<file path="config.mk">
export PLATFORM = sky130hd
export DESIGN_NAME = cook_sequencer
export DESIGN_NICKNAME = d
export VERILOG_FILES = /design/src/rtl/cook_sequencer.sv
export SDC_FILE = /design/constraint.sdc
export NUM_CORES = 1
export LEC_CHECK = 0
export ABC_CLOCK_PERIOD_IN_PS = 2150
export CORE_MARGIN = 2
export CORE_UTILIZATION = 51
export CTS_CLUSTER_SIZE = 10
export DETAILED_ROUTE_END_ITERATION = 8
export PLACE_DENSITY_LB_ADDON = 0.3
export SETUP_SLACK_MARGIN = 0.02
export SYNTH_ARGS = -nofsm -noshare
export SYNTH_HDL_FRONTEND = slang
export SYNTH_SLANG_ARGS = --single-unit
</file>
<file path="constraint.sdc">
create_clock -name clk -period 2.15 [get_ports clk]
set_input_delay 0.215 -clock clk [delete_from_list [all_inputs] [get_ports clk]]
set_output_delay 0.215 -clock clk [all_outputs]
set_load 0.1 [all_outputs]
</file>
<file path="src/rtl/cook_sequencer.sv">
`default_nettype none
// ============================================================================
// Module      : cook_sequencer
// Description : Microwave front-panel sequencer. Collects M:SS keypad digits,
//               loads them into the external 3-digit BCD down-counter chain,
//               paces the countdown with 1 Hz ticks, gates the magnetron on
//               door/start/stop and beeps for BEEP_TICKS seconds when done.
//               Optional macro QUICK_START_EN: start in IDLE cooks 0:QUICK_SEC0.
// Revision    : 1.0 - initial release
// ============================================================================
module cook_sequencer #(
   parameter int BEEP_TICKS = 3,
   parameter int QUICK_SEC  = 3
) (
   input  logic        clk,
   input  logic        clr,
   input  logic        tick_1hz,
   input  logic        key_valid,
   input  logic [3:0]  key_digit,
   input  logic        start,
   input  logic        stop_clear,
   input  logic        door_closed,
   input  logic        timer_zero,
   output logic [11:0] load_data,
   output logic        timer_loadn,
   output logic        timer_en,
   output logic        mag_on,
   output logic        beep,
   output logic [2:0]  state_o
);

   localparam logic [2:0] S_IDLE  = 3'd0;
   localparam logic [2:0] S_ENTRY = 3'd1;
   localparam logic [2:0] S_LOAD  = 3'd2;
   localparam logic [2:0] S_COOK  = 3'd3;
   localparam logic [2:0] S_PAUSE = 3'd4;
   localparam logic [2:0] S_DONE  = 3'd5;

`ifdef QUICK_START_EN
   localparam bit C_QUICK = 1'b1;
`else
   localparam bit C_QUICK = 1'b0;
`endif
   localparam logic [3:0] C_QUICK_TEN = 4'(QUICK_SEC);

   // Beep counter counts 0 .. BEEP_TICKS-1 ticks while in DONE
   localparam int            CW     = (BEEP_TICKS < 2) ? 1 : $clog2(BEEP_TICKS);
   localparam logic [CW-1:0] C_LAST = CW'(BEEP_TICKS - 1);

   logic [2:0]    r_state;
   logic [11:0]   r_entry;
   logic [11:0]   r_load;
   logic [CW-1:0] r_cnt;

   logic [2:0]    w_state_nx;
   logic [11:0]   w_entry_nx;
   logic [11:0]   w_load_nx;
   logic [CW-1:0] w_cnt_nx;
   logic [11:0]   w_shift;

   // Seconds-tens above 5 is not a valid time; clamp it on the way to the chain
   function automatic logic [11:0] f_sat(input logic [11:0] e);
      return {e[11:8], (e[7:4] > 4'd5) ? 4'd5 : e[7:4], e[3:0]};
   endfunction

   assign w_shift = {r_entry[7:0], key_digit};

   // Next-state decode; priority stop_clear > door open > start > key
   always_comb begin
      w_state_nx = r_state;
      w_entry_nx = r_entry;
      w_load_nx  = r_load;
      w_cnt_nx   = r_cnt;
      case (r_state)
         S_IDLE, S_ENTRY: begin
            if (stop_clear) begin
               w_state_nx = S_IDLE;
               w_entry_nx = 12'h000;
               w_load_nx  = 12'h000;
            end else if (!door_closed) begin
               w_state_nx = r_state;
            end else if (start) begin
               if (r_state == S_ENTRY && r_entry != 12'h000) begin
                  w_state_nx = S_LOAD;
                  w_load_nx  = f_sat(r_entry);
               end else if (r_state == S_IDLE && C_QUICK) begin
                  w_state_nx = S_LOAD;
                  w_load_nx  = {4'd0, C_QUICK_TEN, 4'd0};
               end
            end else if (key_valid && key_digit <= 4'd9) begin
               w_state_nx = S_ENTRY;
               w_entry_nx = w_shift;
               w_load_nx  = f_sat(w_shift);
            end
         end
         S_LOAD: w_state_nx = S_COOK;
         S_COOK: begin
            if (stop_clear || !door_closed) begin
               w_state_nx = S_PAUSE;
            end else if (timer_zero) begin
               w_state_nx = S_DONE;
               w_cnt_nx   = '0;
            end
         end
         S_PAUSE: begin
            if (stop_clear) begin
               w_state_nx = S_IDLE;
               w_entry_nx = 12'h000;
               w_load_nx  = 12'h000;
            end else if (start && door_closed) begin
               w_state_nx = S_COOK;
            end
         end
         S_DONE: begin
            if (stop_clear || (tick_1hz && r_cnt == C_LAST)) begin
               w_state_nx = S_IDLE;
               w_entry_nx = 12'h000;
               w_load_nx  = 12'h000;
               w_cnt_nx   = '0;
            end else if (tick_1hz) begin
               w_cnt_nx = r_cnt + 1'b1;
            end
         end
         default: begin
            w_state_nx = S_IDLE;
            w_entry_nx = 12'h000;
            w_load_nx  = 12'h000;
            w_cnt_nx   = '0;
         end
      endcase
   end

   // State, entry, load and beep-count registers
   always_ff @(posedge clk) begin
      if (clr) begin
         r_state <= S_IDLE;
         r_entry <= 12'h000;
         r_load  <= 12'h000;
         r_cnt   <= '0;
      end else begin
         r_state <= w_state_nx;
         r_entry <= w_entry_nx;
         r_load  <= w_load_nx;
         r_cnt   <= w_cnt_nx;
      end
   end

   // Outputs depend only on registered state plus tick/zero (and clr for a fast magnetron cut)
   assign state_o     = r_state;
   assign load_data   = r_load;
   assign timer_loadn = (r_state != S_LOAD);
   assign timer_en    = (r_state == S_LOAD) ||
                        ((r_state == S_COOK) && tick_1hz && !timer_zero);
   assign mag_on      = (r_state == S_COOK) && !clr;
   assign beep        = (r_state == S_DONE);

endmodule
`default_nettype wire
</file>
# After elaboration in Yosys (flattened, before gate mapping)
# Cells that the tools add are included.
[totals]
inputBits = 12
register_bits = 29
word_cells = 82
out_inout_bits = 19
[classes]
n_bitwise = 2
mux = 31
reduce_logical = 22
n_eq_ne = 19
n_addsub = 1
n_lt_le_gt_ge = 3
[op_table]
columns = ["operator", "n"]
rows = [
  ["$mux 12", 11],
  ["$pmux 12 s4", 2],
  ["$mux 3", 10],
  ["$reduce_and 6->1", 3],
  ["$ne 3x3->1 const B", 5],
  ["$pmux 3 s5", 1],
  ["$reduce_bool 12->1", 1],
  ["$gt 4x3->1 const B", 2],
  ["$mux 2", 4],
  ["$mux 4", 2],
  ["$ne 4x4->1 const B", 2],
  ["$logic_and 1x1->1", 7],
  ["$eq 3x2->1 const B", 2],
  ["$eq 3x3->1 const B", 2],
  ["$ne 2x2->1 const B", 3],
  ["$ne 3x2->1 const B", 2],
  ["$pmux 2 s3", 1],
  ["$le 4x4->1 const B", 1],
  ["$reduce_and 4->1", 1],
  ["$reduce_or 2->1", 2],
  ["$reduce_or 4->1", 1],
  ["$eq 3x1->1 const B", 1],
  ["$logic_not 1->1", 3],
  ["$logic_not 3->1", 1],
  ["other kinds (5)", 8],
]

# Depth between registers and ports, before layout
[logic_depth]
word_depth = 7
mapped_depth = 8
mapped_depth_nobuf = 7

# Least setup slack after synthesis
# No wires, ideal clock.
[synth_path]
path_type = "register to output"
startpoint = "register r_state[1] (netlist: state_o[1])"
endpoint = "output timer_en"
path_stages_with_launch = 4
t_required_ns = 1.935
n_path_buf = 1
setup_slack_ns = -1.884
arrival_ns = 3.819
path_cell_list = "dfxtp_1 > buf_2 > nor2b_1 > a21boi_0"
[synth_between]
elab_chain_len = 4
word_cells_on_any_way = 5
classes_between = "eq/ne: 2; reduce/logical: 3"
[synth_lines]
columns = ["element", "line_no", "rtl"]
rows = [
  ["start, declared", "50", "logic [2:0] r_state;"],
  ["start signal, assigned", "141", "r_state <= w_state_nx;"],
  ["$eq 3x2->1", "153", "((r_state == S_COOK) && tick_1hz && !timer_zero);"],
  ["$logic_and 1x1->1 (2 in series)", "153", ""],
  ["$logic_or 1x1->1 *", "152", "assign timer_en = (r_state == S_LOAD) ||"],
  ["end, declared", "26", "output logic timer_en,"],
]
# Mark *: on every way between the ends. The rest lies on a longest branch, timed or not.

# Worst setup path after layout
[layout_path]
startpoint = "register r_state[2] (netlist: state_o[2])"
endpoint = "register r_entry[6]"
[layout_between]
elab_chain_len = 4
word_cells_on_any_way = 16
classes_between = "eq/ne: 10; mux: 1; bitwise: 1; reduce/logical: 4"
[layout_lines]
columns = ["element", "line_no", "rtl"]
rows = [
  ["$eq 3x1->1, or another cell as far along", "74", "case (r_state)"],
  ["$reduce_or 2->1, on equally long branches", "-", ""],
  ["$ne 3x3->1 (no line) or $not 1->1 (tied branches)", "-", ""],
  ["$reduce_and 6->1 (no line)", "-", ""],
  ["end signal, assigned", "142", "r_entry <= w_entry_nx;"],
  ["end, declared", "51", "logic [11:0] r_entry;"],
]
# Parallel ways exist; a longest one is shown, timed or not.
# A chain may end at the register's enable or synchronous reset.

==> results.toml <==
[outcome]
outcome = "finished, final reports clean"

[route]
viasPerCell = 5.78
vias = 1498
post-route-drc-count = 0
routed_wl_mm = 3.68
firstDrtPassIters = 4
wl_per_cell_um = 14.2
drt-initial-drc-count = 50
antenna_left = 0

[synth]
synth-seq-cells = 29
syn_area_per_cell_um2 = 8.23
yosys.area.top_type = "dfxtp_1"
yosysUniqueCellTypes = 38
yosys_warnings = 0
synth_top_cell_area_share = 0.367
syn-instance-count = 192
async_flop_share = 0
synthesis.nets = 205
synth_flop_cell = "dfxtp_1"
syn-cell-area_um2 = 1580
synth_edf_count = 0
ys_seq_area_frac = 0.367
synth_area_leaders = "dfxtp_1 37%, mux2i_1 7.6%, nand2_1 6.4%, nand2b_1 5.9%, mux2_2 5.7%"

[sta]
fin_ws_ps = 259
finalCritPeriodShare = 0.880
worst_pin_slew_ps = 452
worst_clock_skew_ps = 11.2
fmax_mhz = 529
setup_viol = 0
period_needed_ps = 1890
hold_viol_final = 0
grt_setup_unrepaired = "no"
fin_setup_tns_ps = 0
drv_slew = 0
slew_headroom = 0.695
hold_ws_ps = 488

[critical_path]
cp.buffers_inverters = 0
cp_top_family = "compound AO/OA/AOI/OAI gates"
path_cells = "or3b_2, a31oi_1, a211o_1, nand2_1, a21oi_1"
crit_required_ps = 2400
startpoint_type = "flip-flop"
critPathSlowestCell = "or3b_2"
path_max_fanout = 13
crit_type = "reg2reg"
endpoint_kind = "flip-flop"
ff2ff_setup_slack_ps = 260
cp_slowest_stage_delay_ps = 480
arrival_ps = 2140

[place]
hpwlAfterDp_mm = 2.81
post-place-ws_ps = 59.3
gp_congestion = 0.978
port_buffers = 30

[finish]
diodes = 0
syn2layout_area_growth_pct = 28.6
final_cell_mix = "27 x nand2_1, 26 x dfxtp_1, 26 x buf_4, 17 x a21oi_1, 15 x nor2_1"
fillers = 255
nNetsFinal = 238
mostFrequentLayoutCell = "nand2_1"
drive_gt1_frac = 0.248

[power_and_ir_drop]
peakVddDrop_mv = 0.433
p_leak_nw = 0.797
cellPowerDensity_nw_per_um2 = 631

[clock_network]
postCtsHoldBufs = 0
clk_path_buf_depth = 2
cts_made_buffers = 5
cts_sinks = 29
cts-htree-levels = 2
clk_pin_slew_ps = 90
insertion_delay_ps = 320
cts_resized = 0
postCtsSetupRepairBufs = 0
cts_tree = "built"
root_buffer = "clkbuf_4"

[die]
initial_utilization = 0.526
fp.dieW_um = 59.7
pin_count = 31
core_um2 = 3000
die-area_um2 = 3560
die_h_um = 59.7
num_rows = 20

[global_route]
grt_pass1_vias = 1359
overflow = 0
gr-usage-all-layers = 0.226
grt_max_degree = 24
grt_pass1_wl_mm = 6.13
antenna_found_initial = 0

[min_path]
hp-class = "reg2reg"

[flow_run]
cap_violations = 0
## per-layer routing
metal / vias up / share of wire / GRT usage
li1: 742 / - / -
met1: 693 / 0.46 / 0.314
met2: 57 / 0.46 / 0.335
met3: 6 / 0.069 / 0.0758
met4: 0 / 0.0082 / 0.0635
met5: - / 0 / 0
## where the power goes
part           switching (mW)  leakage, nW  internal, mW
Combinational           0.154        0.516         0.102
Clock                   0.182       0.0455         0.278
Sequential             0.0187        0.236         0.548
Total                   0.355        0.797         0.927
## path summary, 6_finish.rpt
kind | start | to | depth (start not counted)
worst min-delay path | load_data[6]$_SDFFE_PP0P_ | load_data[6]$_SDFFE_PP0P_ | 2
worst max register to register | state_o[2]$_SDFFE_PP0P_ | r_entry[6]$_SDFFE_PP0P_ | 5
worst min register to register | load_data[6]$_SDFFE_PP0P_ | load_data[6]$_SDFFE_PP0P_ | 2
worst max-delay path | state_o[2]$_SDFFE_PP0P_ | r_entry[6]$_SDFFE_PP0P_ | 5
## layout make-up
type | count | area (um2) | share of cell area
Clock buffer | 7 | 55.1 | 0.0271
Sequential cell | 29 | 587 | 0.289
Timing Repair Buffer | 40 | 365 | 0.180
Multi-Input combinational cell | 148 | 950 | 0.467
Inverter | 1 | 3.75 | 0.00185
Tap cell | 33 | 41.3 | 0.0203
Clock inverter | 1 | 30.0 | 0.0148
## stage by stage
stage	utilization	area, um2	std cells	power [mW]
2_1_floorplan	-	1620	192	0.757
3_3_place_gp	0.648	1950	251	0.830
3_5_place_dp	0.648	1950	251	0.833
4_1_cts	0.677	2030	259	1.29
5_1_grt	0.677	2030	259	1.34
6_report	0.677	2030	259	1.28
## worst register-to-register path: stages, from the launching register on
cell,delay (ps)
dfxtp_2,460
or3b_2,480
a31oi_1,270
a211o_1,370
nand2_1,100
a21oi_1,130
## flip-flops by register name, indices dropped and copies added (netlist names)
name and cells:
load_data 12, r_entry 12, state_o 3, r_cnt 2
## synth_stat cells, drive strengths merged, types with 2 or more instances
cell type,n
nand2b,15
mux2,8
clkbuf,8
a21boi,2
dfxtp,29
and3b,2
nand3,13
nor2b,2
mux2i,12
a21oi,17
nand2,28
o41ai,2
a211oi,2
nor2,17
buf,6
or3,2
nor3,3
o21ai,6
nor4,2
## cell families (layout without fill, tap and decap cells)
logic type,count (synthesis),after routing,share of synthesized area
flops,29,29,0.367
compound gates,38,38,0.162
fa+ha+maj,1,1,0.00792
mux,20,20,0.133
buf+inv,15,49,0.0499
simple gates,89,89,0.280
Note: power is estimated with default switching activity, not from simulation.
